`src/rtl/seg7_update_ctrl.sv`:
```
// seg7_update_ctrl
// Writes a 16-bit value, one nibble per digit, to the four HEX registers of
// the 7-segment device. The sequencer shares the device bus with the CPU and
// always yields to it. When auto_en is set, the last accepted value is
// rewritten periodically.
module seg7_update_ctrl #(
  parameter logic [15:0] BASE_ADRS   = 16'h0100,
  parameter logic [15:0] REFRESH_CYC = 16'd50000
) (
  input  logic        cpu_clk,
  input  logic        rst,
  input  logic        cpu_req,
  input  logic [15:0] cpu_adrs,
  input  logic        cpu_we,
  input  logic [15:0] cpu_from,
  input  logic        start,
  input  logic [15:0] value,
  input  logic        auto_en,
  output logic        busy,
  output logic        done,
  output logic [15:0] adrs,
  output logic        we,
  output logic [15:0] from_cpu
);

  typedef enum logic [1:0] {
    IDLE = 2'd0,
    WR   = 2'd1,
    DONE = 2'd2
  } state_t;

  state_t      state_reg;
  logic [1:0]  idx_reg;
  logic [15:0] val_reg;
  logic [15:0] refresh_cnt_reg;
  logic        refresh_tick;
  logic        seq_drive;

  // The refresh interval expires on the last count of the period.
  assign refresh_tick = auto_en && (refresh_cnt_reg == (REFRESH_CYC - 16'd1));

  // The sequencer owns the bus only while writing and only when the CPU is silent.
  assign seq_drive = (state_reg == WR) && !cpu_req;

  // Sequencer FSM with registered busy/done and the refresh interval counter.
  always_ff @(posedge cpu_clk) begin
    if (rst) begin
      state_reg       <= IDLE;
      idx_reg         <= 2'd0;
      val_reg         <= 16'h0000;
      refresh_cnt_reg <= 16'd0;
      busy            <= 1'b0;
      done            <= 1'b0;
    end else begin
      done <= 1'b0;
      case (state_reg)
        IDLE: begin
          if (start) begin
            // An explicit request beats a coincident refresh tick.
            val_reg         <= value;
            idx_reg         <= 2'd0;
            busy            <= 1'b1;
            state_reg       <= WR;
            refresh_cnt_reg <= 16'd0;
          end else if (!auto_en) begin
            refresh_cnt_reg <= 16'd0;
          end else if (refresh_tick) begin
            // Rewrite the previously latched value.
            idx_reg         <= 2'd0;
            busy            <= 1'b1;
            state_reg       <= WR;
            refresh_cnt_reg <= 16'd0;
          end else begin
            refresh_cnt_reg <= refresh_cnt_reg + 16'd1;
          end
        end
        WR: begin
          // A CPU access stalls the sequence; idx and the latch are held.
          if (!cpu_req) begin
            if (idx_reg == 2'd3) begin
              state_reg <= DONE;
              busy      <= 1'b0;
              done      <= 1'b1;
            end else begin
              idx_reg <= idx_reg + 2'd1;
            end
          end
        end
        DONE: begin
          state_reg <= IDLE;
        end
        default: begin
          state_reg <= IDLE;
        end
      endcase
    end
  end

  // Device bus mux: CPU passthrough unless the sequencer holds a write grant.
  always_comb begin
    adrs     = cpu_adrs;
    we       = cpu_we;
    from_cpu = cpu_from;
    if (seq_drive) begin
      adrs     = BASE_ADRS + {14'd0, idx_reg};
      we       = 1'b1;
      from_cpu = {12'h000, val_reg[{idx_reg, 2'b00} +: 4]};
    end
  end

endmodule

```
`config.mk`:
```
export PLATFORM = sky130hd
export DESIGN_NAME = seg7_update_ctrl
export DESIGN_NICKNAME = d
export VERILOG_FILES = /design/src/rtl/seg7_update_ctrl.sv
export SDC_FILE = /design/constraint.sdc
export NUM_CORES = 1
export LEC_CHECK = 0
export BUFFER_PORTS_ARGS = -buffer_cell sky130_fd_sc_hd__buf_4
export CELL_PAD_IN_SITES_DETAIL_PLACEMENT = 0
export CELL_PAD_IN_SITES_GLOBAL_PLACEMENT = 2
export CORE_UTILIZATION = 29
export DETAILED_ROUTE_END_ITERATION = 12
export PLACE_DENSITY_LB_ADDON = 0.08
export SLEW_MARGIN = 5
export SYNTH_ARGS = -nofsm -noshare
export SYNTH_HDL_FRONTEND = slang
export SYNTH_SLANG_ARGS = --single-unit
```
`constraint.sdc`:
```
create_clock -name cpu_clk -period 2.8 [get_ports cpu_clk]
set_clock_uncertainty 0.15 [all_clocks]
set_input_delay 0.42 -clock cpu_clk [delete_from_list [all_inputs] [get_ports cpu_clk]]
set_output_delay 0.42 -clock cpu_clk [all_outputs]
set_load 0.005 [all_outputs]
```
* Word level (Yosys, flattened, before mapping)
Index checks and enable logic that the tools add are counted. W data, S select, Z words.
Storage, ports and cells: flip-flop bits (word level) 38, input bits 54, output and inout bits 35
Operators by class: shift-type cells 1, reduce and logical (&&, ||, !) cells 10, add/sub/neg operators 3, equal/unequal tests 8, muxes and demuxes 25, bitwise logic cells 1
Operator list (number):
- $mux W16 | 5
- $mux W2 | 10
- $add A16 B1 Y16 const B | 1
- $eq A16 B16 Y1 const B | 1
- $shiftx A16 B5 Y4 | 1
- $add A9 B2 Y10 const A | 1
- $reduce_and A5 Y1 | 2
- $pmux W2 S2 | 2
- $mux W1 | 7
- $ne A3 B3 Y1 const B | 2
- $ne A2 B2 Y1 const B | 2
- $reduce_and A4 Y1 | 1
- $reduce_or A3 Y1 | 1
- $add A2 B1 Y2 const B | 1
- $eq A2 B1 Y1 const B | 1
- $eq A2 B2 Y1 const B | 1
- $logic_and A1 B1 Y1 | 2
- $logic_not A2 Y1 | 1
- $ne A2 B1 Y1 const B | 1
- $pmux W1 S2 | 1
- $reduce_and A2 Y1 | 1
- $reduce_bool A2 Y1 | 1
- $logic_not A1 Y1 | 1
- $not A1 Y1 | 1

* Depth between registers and ports, before layout
Gate-level depths: netlist of run 1.
word-level depth 6, depth in mapped cells 6, mapped depth without buffers 5

* Least setup slack after synthesis of run 1
No wires, ideal clock.
kind flip-flop to output port, start point reg idx_reg[0], end point out from_cpu[0], slack 0.840 ns, data required time 2.230 ns, cell stages (with the launch flop) 4, data arrival time 1.390 ns, buffers on the path 1, cell sequence dfxtp_1 > clkbuf_1 > mux4_2 > mux2_2
On the way: cells in the longest elaborated chain, start to end 2
RTL lines:
- start: declaration | RTL line 33 | logic [1:0] idx_reg;
- start signal: assignment | RTL line 85 | idx_reg <= idx_reg + 2'd1;
- $shiftx A16 B5 Y4 | RTL line 107 | from_cpu = {12'h000, val_reg[{idx_reg, 2'b00} +: 4]};
- $mux W16 | RTL line 104 | if (seq_drive) begin
- end: declaration | RTL line 23 | output logic [15:0] from_cpu
Every way passes these cells.

* Worst setup path in the final report of run 1
Same ends and word-level chain as after synthesis.

==> results.py, run 1 <==
metrics = {
    "run_status": {
        "status": "complete, no violations",
    },
    "sta": {
        "relSlewSlack_pct": 51.8,
        "tightest_slew_ns": 0.723,
        "finalCriticalPeriod_ns": 2.38,
        "fin_setup_tns_ns": 0,
        "setup_slack_ns": 0.424,
        "fmax_mhz": 421,
        "setup_viol": 0,
        "whs_ns": 0.215,
        "finalMaxSlewViolations": 0,
        "period_share_pct": 84.9,
        "hold_viol_final": 0,
        "rsz0062_at_grt": "no",
    },
    "finish": {
        "fill_cells": 726,
        "diodes": 0,
        "fin_util_pct": 41.7,
        "drive_gt1_share_pct": 35.1,
        "fin_area_sq_mm": 0.00306,
        "final_common_cell": "buf_4",
        "layout_common_cells": "buf_4, nand2_1, dfxtp_1, nor2b_1, a21oi_1",
        "finalNetCount": 408,
        "area_growth_pct": 37.1,
    },
    "logic_synthesis": {
        "synthSimpleGateAreaFrac_pct": 39.7,
        "synth_async_sr_flop_share_pct": 0,
        "syn-instance-count": 272,
        "ys.flop_type": "dfxtp_1",
        "syn-num-nets": 328,
        "syn_area_sq_mm": 0.00223,
        "synth_edf_count": 0,
        "synth_top_family_by_area": "simple AND/OR/NAND/NOR gates",
        "ys_ff_latch": 38,
        "postSynthAreaPerCell_sq_um": 8.20,
        "ys_seq_area_share_pct": 34.1,
        "yosysUniqueCellTypes": 47,
        "synth-xor-area-share_pct": 0,
        "synth_fa_ha_area_share_pct": 1.12,
        "yosysWarnings": 0,
        "synth_compound_area_share_pct": 13.2,
        "synthMuxAreaShare_pct": 7.07,
    },
    "worst_setup_path": {
        "required_ns": 2.23,
        "r2r_end": "refresh_cnt_reg[2]$_SDFFE_PP0P_",
        "end_kind": "primary output",
        "worstSetupStartpointType": "flop",
        "cp_max_fo": 8,
        "cp.arrival_ns": 1.81,
        "worstReg2RegStart": "refresh_cnt_reg[0]$_SDFFE_PP0P_",
        "r2r_setup_slack_ns": 0.82,
        "critPathKind": "reg2out",
        "reg2regPathDepth": 5,
    },
    "power_and_ir_drop": {
        "ir_drop_uv": 180,
        "seqPwrFrac_pct": 44.4,
        "comb_power_share_pct": 18.1,
        "p_leak_nw": 1.21,
        "p_switching_mw": 0.326,
        "internal-power_mw": 0.957,
        "p_sw_share_pct": 25.4,
        "p_per_area_mw_per_mm2": 420,
        "power_frac_clock_pct": 37.5,
    },
    "clock_tree": {
        "cts_tree": "built",
        "root_buffer": "clkbuf_8",
        "cts_resized": 0,
        "postCtsHoldBufs": 0,
        "clock-sinks": 38,
        "post_cts_buffers": 0,
        "path_clk_slew_ns": 0.09,
        "cts_buffers": 5,
        "cts_buffer_depth": 2,
        "clk-insertion-delay-late_ns": 0.30,
        "cts_max_level": 2,
    },
    "place": {
        "post-place-ws_ns": 0.684,
        "dp_hpwl_um": 4630,
        "place_area_sq_mm": 0.00294,
        "gp_congestion": 0.754,
        "port_buffers": 88,
    },
    "die": {
        "fp-row-count": 31,
        "die_h_um": 89.7,
        "io_pins": 89,
        "coreArea_sq_mm": 0.00733,
        "design.die.area_sq_mm": 0.00804,
        "start_util_pct": 30.4,
        "die_width_um": 89.7,
    },
    "flow_run": {
        "cap_viol_max_count": 0,
    },
    "hold_path": {
        "min_from": "value[6]",
        "whs_endpoint": "val_reg[6]$_SDFFE_PP0P_",
        "hold_class": "in2reg",
        "hold_depth": 3,
    },
    "drt": {
        "vias": 2231,
        "vias_per_cell": 4.94,
        "wl_um": 6490,
        "ant_nets": 0,
        "wl_per_cell_um": 14.4,
        "drc": 0,
        "drt-pass1-iter-count": 4,
        "drt_iter0_markers": 100,
    },
    "global_route": {
        "grt_pass1_wl_um": 9730,
        "antenna_found_initial": 0,
        "grt_pass1_vias": 1939,
        "grt.overflow.total": 0,
        "track_usage_pct": 16.0,
        "grt_max_degree": 52,
    },
}
area by class of cell:
type                       count  area [sq um]  share of cell area [%]
clock buffer                   5          68.8                    2.25
clock inverter                 3          45.0                    1.47
inverter                       4          15.0                   0.491
multi-input combinational    212          1360                    44.5
sequential                    38           761                    24.9
tap                           99           124                    4.05
timing repair buffer          91           683                    22.3
synthesized netlist by cell type, types with 3 or more instances:
library cell	number	share of area, %
clkbuf_1	6	1.0
mux4_2	4	4.0
nor3_1	3	0.67
inv_1	4	0.67
a31oi_1	5	1.4
dfxtp_1	38	34
nor2_1	9	1.5
nand3_1	8	1.8
nand2_1	48	8.1
a311oi_1	3	1.2
o211ai_1	3	1.0
nand4_1	15	4.2
mux2_2	6	3.0
and2_1	4	1.1
o311ai_1	3	1.2
buf_2	8	1.8
or3_1	5	1.4
nor4_1	4	1.1
nor2b_1	31	8.7
nand2b_1	7	2.0
a21oi_1	22	4.9
critical path, stage by stage, from the launching register on:
cell	delay (ns)
dfxtp_1	0.55
mux4_2	0.56
mux2_2	0.27
buf_4	0.13
worst max path at each step:
stage	start	endpoint	slack [ns]	cells past startpoint
3_3_place_gp	cpu_req	we	0.69	6
6_report	idx_reg[0]$_SDFFE_PP0P_	from_cpu[0]	0.42	3
3_5_place_dp	cpu_req	adrs[8]	0.68	6
5_1_grt	idx_reg[0]$_SDFFE_PP0P_	from_cpu[1]	0.30	3
4_1_cts	idx_reg[0]$_SDFFE_PP0P_	from_cpu[0]	0.38	3
2_1_floorplan	idx_reg[0]$_SDFFE_PP0P_	from_cpu[0]	0.84	3
power groups by stage:
stage          sequential (mW)  combinational (mW)  clock, mW
6_report                 0.570               0.232      0.482
5_1_grt                  0.573               0.260      0.520
4_1_cts                  0.570               0.236      0.498
3_5_place_dp             0.583               0.235          0
3_3_place_gp             0.582               0.236          0
2_1_floorplan            0.577               0.111          0
stage by stage:
stage / power (mW) / instances
after floorplan: 0.688 / 272
final: 1.28 / 452
after global routing: 1.35 / 452
after detailed placement: 0.818 / 444
after global placement: 0.818 / 444
after CTS: 1.30 / 452
cell families after synthesis:
kind of cell / Yosys count
multiplexers: 10
buffers and inverters: 22
flip-flops: 38
adder cells (fa/ha/maj): 2
AO/OA/AOI/OAI: 45
AND/OR/NAND/NOR: 155
metal layers:
layer	part of all wire [%]	global-route usage, %	vias to the layer above
met2	50	27.5	60
met1	43	20.4	1030
met4	0.92	4.76	0
li1	-	-	1136
met3	5.7	3.02	5
met5	0	0	-
Note: power is estimated with default switching activity, not from simulation.
==> run 2, diff against run 1 <==
--- a/config.mk
+++ b/config.mk
@@ -8,7 +8,7 @@
 export BUFFER_PORTS_ARGS = -buffer_cell sky130_fd_sc_hd__buf_4
 export CELL_PAD_IN_SITES_DETAIL_PLACEMENT = 0
 export CELL_PAD_IN_SITES_GLOBAL_PLACEMENT = 2
-export CORE_UTILIZATION = 29
+export CORE_UTILIZATION = 24
 export DETAILED_ROUTE_END_ITERATION = 12
 export PLACE_DENSITY_LB_ADDON = 0.08
 export SLEW_MARGIN = 5
==> constraint.sdc (replaced) <==
create_clock -name cpu_clk -period 2 [get_ports cpu_clk]
set_clock_uncertainty 0.15 [all_clocks]
set_input_delay 0.3 -clock cpu_clk [delete_from_list [all_inputs] [get_ports cpu_clk]]
set_output_delay 0.3 -clock cpu_clk [all_outputs]
set_load 0.005 [all_outputs]
==> run 2 against run 1 <==
Largest power group unchanged. Cell area increased by 8.7%. First-iteration DRC count decreased by 32%. The flow now finishes with violations (DRC, setup timing). Combinational power increased by 63%. Total power increased by 45%. Sequential cell count unchanged. Critical path type unchanged. Register-to-register slack got worse by 0.55 ns.
==> results.py, run 2 (same netlist as run 1, synthesis figures left out) <==
metrics = {
    "worst_setup_path": {
        "reg2regPathDepth": 6,
        "r2r_end": "refresh_cnt_reg[13]$_SDFFE_PP0P_",
        "worstReg2RegStart": "refresh_cnt_reg[0]$_SDFFE_PP0P_",
        "r2r_setup_slack_ns": 0.27,
        "critPathTopFamily": "multiplexers",
        "slowest_stage": "mux4_2",
        "worstSetupStartpointType": "flop",
        "critPathKind": "reg2out",
        "cp.arrival_ns": 1.57,
        "end_kind": "primary output",
        "crit_chain": "mux4_2 -> mux2_4 -> buf_6",
        "max_stage_delay_ns": 0.49,
        "cp_max_fo": 5,
        "required_ns": 1.55,
        "crit_buf_inv": 1,
    },
    "hold_path": {
        "min_from": "value[6]",
        "whs_endpoint": "val_reg[6]$_SDFFE_PP0P_",
        "hold_class": "in2reg",
        "hold_depth": 3,
    },
    "drt": {
        "vias_per_cell": 4.75,
        "vias": 2292,
        "drc": 11,
        "drt-pass1-iter-count": 9,
        "drt_iter0_markers": 68,
        "wl_um": 7000,
        "wl_per_cell_um": 14.5,
        "ant_nets": 0,
    },
    "finish": {
        "area_growth_pct": 49.0,
        "drive_gt1_share_pct": 40.0,
        "final-instance-count-excl-fill": 483,
        "fin_area_sq_mm": 0.00332,
        "final_common_cell": "buf_4",
        "diodes": 0,
        "fin_util_pct": 37.6,
        "finalNetCount": 430,
        "layout_common_cells": "buf_4, nand2_1, dfxtp_1, nor2b_1, a21oi_1",
    },
    "power_and_ir_drop": {
        "ir_drop_uv": 297,
        "p_leak_nw": 1.36,
        "p_per_area_mw_per_mm2": 560,
    },
    "sta": {
        "fmax_mhz": 494,
        "finalCriticalPeriod_ns": 2.02,
        "setup_viol": 5,
        "period_share_pct": 101,
        "finalMaxSlewViolations": 0,
        "setup_slack_ns": -0.0228,
        "rsz0062_at_grt": "yes",
        "fin_setup_tns_ns": -0.0761,
        "hold_viol_final": 0,
        "tightest_slew_ns": 0.526,
        "relSlewSlack_pct": 64.9,
    },
    "place": {
        "port_buffers": 88,
        "dp_hpwl_um": 5050,
        "place_area_sq_mm": 0.00312,
        "gp_congestion": 0.764,
        "post-place-ws_ns": 0.131,
        "dp_cells": 471,
    },
    "die": {
        "io_pins": 89,
        "die_h_um": 98.4,
        "coreArea_sq_mm": 0.00885,
        "design.die.area_sq_mm": 0.00968,
        "die_width_um": 98.4,
        "fp-row-count": 34,
        "start_util_pct": 25.2,
    },
    "global_route": {
        "grt.overflow.total": 0,
        "grt_pass1_wl_um": 11400,
        "antenna_found_initial": 0,
        "track_usage_pct": 14.8,
        "grt_pass1_vias": 2243,
        "grt_max_degree": 52,
    },
    "clock_tree": {
        "cts_max_level": 2,
        "root_buffer": "clkbuf_8",
        "path_clk_slew_ns": 0.09,
        "postCtsHoldBufs": 0,
        "cts_buffer_depth": 2,
        "cts_tree": "built",
        "clk-insertion-delay-late_ns": 0.30,
        "cts_buffers": 5,
        "clock-sinks": 38,
    },
    "run_status": {
        "violations": "DRC, setup timing",
        "status": "finished with violations",
    },
    "flow_run": {
        "cap_viol_max_count": 0,
    },
}
==> run 2: cell count changes in the layout (fill, tap and decap cells not counted) <==
cell,previous run,this run
dfxtp_1,38,34
buf_6,0,5
dfxtp_2,0,2
dfxtp_4,0,2
mux2_4,0,4
buf_16,0,1
buf_4,91,105
buf_12,0,2
mux2_2,6,2
==> run 2: per-layer routing <==
layer,vias up,share of wire (%),track usage [%]
li1,1178,-,-
met1,1037,46,18.9
met2,69,47,24.9
met3,8,6.0,2.93
met4,0,1.1,4.94
met5,-,0,0
==> run 2: worst max path at each step <==
stage / slack [ns] / endpoint / cells after the start / from
2_1_floorplan: 0.16 / from_cpu[0] / 3 / idx_reg[0]$_SDFFE_PP0P_
3_3_place_gp: 0.15 / from_cpu[2] / 3 / idx_reg[0]$_SDFFE_PP0P_
3_5_place_dp: 0.13 / from_cpu[2] / 3 / idx_reg[0]$_SDFFE_PP0P_
4_1_cts: -0.04 / from_cpu[1] / 3 / idx_reg[0]$_SDFFE_PP0P_
5_1_grt: -0.08 / from_cpu[0] / 3 / idx_reg[0]$_SDFFE_PP0P_
6_report: -0.02 / from_cpu[2] / 3 / idx_reg[0]$_SDFFE_PP0P_
==> run 2: repair_timing <==
action | in CTS | in global routing
gates cloned | 1 | 0
pin swaps | 1 | 1
setup endpoints to repair | 6 | 28
buffers inserted | 3 | 1
gates resized for setup | 10 | 6
==> run 2: worst min-delay path: cells and delay by family <==
family,cells,cell delay (ns)
buffers and inverters,1,0.10
AOI/OAI and AO/OA,1,0.05
and+or+nand+nor,1,0.04
==> run 2: final cells by class <==
type / count / area [sq um]
clock buffers: 5 / 68.8
clock inverters: 3 / 45.0
fillers: 923 / 5530
inverters: 4 / 15.0
multi-input cells: 212 / 1380
flip-flops and latches: 38 / 771
well taps: 108 / 135
repair buffers: 113 / 912
==> run 2: report_power, final <==
group	total (mW)	switching [mW]	leakage, nW	internal, mW
sequential	0.794	0.0152	0.312	0.779
clock	0.691	0.320	0.0504	0.372
combinational	0.377	0.151	0.999	0.226
total	1.86	0.486	1.36	1.38
==> run 2: through the flow <==
stage                     hold WS, ns  power [mW]
after CTS                      0.0841        1.88
after floorplan                 0.283       0.963
after detailed placement        0.298        1.17
final                          0.0843        1.86
after global placement          0.294        1.17
after global routing           0.0974        1.95
==> run 3, diff against run 2 <==
--- a/config.mk
+++ b/config.mk
@@ -6,9 +6,10 @@
 export NUM_CORES = 1
 export LEC_CHECK = 0
 export BUFFER_PORTS_ARGS = -buffer_cell sky130_fd_sc_hd__buf_4
-export CELL_PAD_IN_SITES_DETAIL_PLACEMENT = 0
-export CELL_PAD_IN_SITES_GLOBAL_PLACEMENT = 2
-export CORE_UTILIZATION = 24
+export CELL_PAD_IN_SITES_DETAIL_PLACEMENT = 1
+export CELL_PAD_IN_SITES_GLOBAL_PLACEMENT = 1
+export CORE_UTILIZATION = 31
+export CTS_CLUSTER_DIAMETER = 80
 export DETAILED_ROUTE_END_ITERATION = 12
 export PLACE_DENSITY_LB_ADDON = 0.08
 export SLEW_MARGIN = 5
==> run 3 against run 2 <==
Global-route usage grew 5.5 points. Critical path type unchanged. Worst setup slack worse by 0.00052 ns. Die area is 22% lower. Sequential cell count is the same. Core utilization up 10 points. The run ends with setup timing left. Highest routed layer unchanged.
==> results.py, run 3 (same netlist as run 1, synthesis figures left out) <==
metrics = {
    "run_status": {
        "status": "finished with violations",
        "violations": "setup timing",
    },
    "drt": {
        "vias": 2375,
        "wl_um": 7360,
        "vias_per_cell": 5.10,
        "drt_iter0_markers": 77,
        "ant_nets": 0,
        "drt-pass1-iter-count": 4,
        "wl_per_cell_um": 15.8,
        "drc": 0,
    },
    "place": {
        "port_buffers": 88,
        "gp_congestion": 0.776,
        "dp_cells": 454,
        "place_area_sq_mm": 0.00306,
        "post-place-ws_ns": 0.122,
        "dp_hpwl_um": 5300,
    },
    "worst_setup_path": {
        "cp.arrival_ns": 1.57,
        "r2r_setup_slack_ns": 0.19,
        "worstSetupStartpointType": "flop",
        "critPathKind": "reg2out",
        "cp_max_fo": 5,
        "end_kind": "primary output",
        "required_ns": 1.55,
    },
    "clock_tree": {
        "cts_buffer_depth": 2,
        "clk-insertion-delay-late_ns": 0.29,
        "cts_max_level": 2,
        "cts_tree": "built",
        "cts_buffers": 5,
        "root_buffer": "clkbuf_8",
        "clock-sinks": 38,
        "path_clk_slew_ns": 0.08,
    },
    "die": {
        "coreArea_sq_mm": 0.00687,
        "design.die.area_sq_mm": 0.00754,
        "start_util_pct": 32.5,
        "die_h_um": 86.8,
        "fp-row-count": 30,
        "io_pins": 89,
        "die_width_um": 86.8,
    },
    "sta": {
        "whs_ns": 0.0957,
        "setup_viol": 4,
        "finalMaxSlewViolations": 0,
        "finalCriticalPeriod_ns": 2.02,
        "setup_slack_ns": -0.0234,
        "relSlewSlack_pct": 66.0,
        "fmax_mhz": 494,
        "hold_viol_final": 0,
        "period_share_pct": 101,
        "rsz0062_at_grt": "yes",
        "fin_setup_tns_ns": -0.0701,
        "tightest_slew_ns": 0.510,
    },
    "finish": {
        "fin_util_pct": 47.6,
        "multi_input_area_sq_mm": 0.00137,
        "fin_area_sq_mm": 0.00327,
        "fill_cells": 854,
        "drive_gt1_share_pct": 39.2,
        "finalNetCount": 425,
        "seqCellArea_sq_um": 771,
        "area_growth_pct": 46.6,
        "final_common_cell": "buf_4",
        "layout_common_cells": "buf_4, nand2_1, dfxtp_1, nor2b_1, a21oi_1",
        "diodes": 0,
        "final-instance-count-excl-fill": 466,
    },
    "hold_path": {
        "hold_class": "in2reg",
    },
    "power_and_ir_drop": {
        "p_leak_nw": 1.35,
        "p_per_area_mw_per_mm2": 608,
        "p_total_mw": 1.99,
        "ir_drop_uv": 246,
    },
    "global_route": {
        "grt_max_degree": 52,
        "antenna_found_initial": 0,
        "track_usage_pct": 20.3,
        "grt_pass1_wl_um": 11700,
        "grt_pass1_vias": 2357,
        "grt.overflow.total": 0,
    },
    "flow_run": {
        "cap_viol_max_count": 0,
    },
}
## run 3: routing by layer
metal	GRT usage (%)	up-vias	part of all wire, %
met5	0	-	0
met4	8.33	0	1.8
met3	3.14	8	3.7
met2	36.3	58	51
met1	24.0	1144	44
li1	-	1165	-
## run 3: what timing repair did
| action | in CTS | in global routing |
|---|---|---|
| cloned | 1 | 0 |
| resized for setup | 10 | 2 |
| hold buffers | 0 | 0 |
| endpoints found under the setup margin | 6 | 24 |
| pin swaps | 1 | 1 |
| setup buffers | 3 | 1 |
## run 3: where the power goes
group	internal (mW)	total, mW	switching (mW)
registers	0.778	0.793	0.0148
logic	0.215	0.369	0.154
clock network	0.532	0.824	0.291
## run 3: worst paths after layout
path | from | to | cells past startpoint
max | idx_reg[0]$_SDFFE_PP0P_ | from_cpu[1] | 3
min | value[1] | val_reg[1]$_SDFFE_PP0P_ | 3
max reg2reg | refresh_cnt_reg[7]$_SDFFE_PP0P_ | refresh_cnt_reg[3]$_SDFFE_PP0P_ | 4
min reg2reg | val_reg[15]$_SDFFE_PP0P_ | val_reg[15]$_SDFFE_PP0P_ | 2
## run 3: worst max-delay path: stages (launching register included)
cell,delay [ns]
dfxtp_4,0.40
mux4_2,0.50
mux2_4,0.27
buf_6,0.11
## run 3: layout make-up
class,count,area share [%]
tap,96,3.68
inverter,4,0.459
timing repair buffer,108,25.9
clock buffer,6,2.53
clock inverter,2,1.84
sequential,38,23.6
multi-input combinational,212,42.0
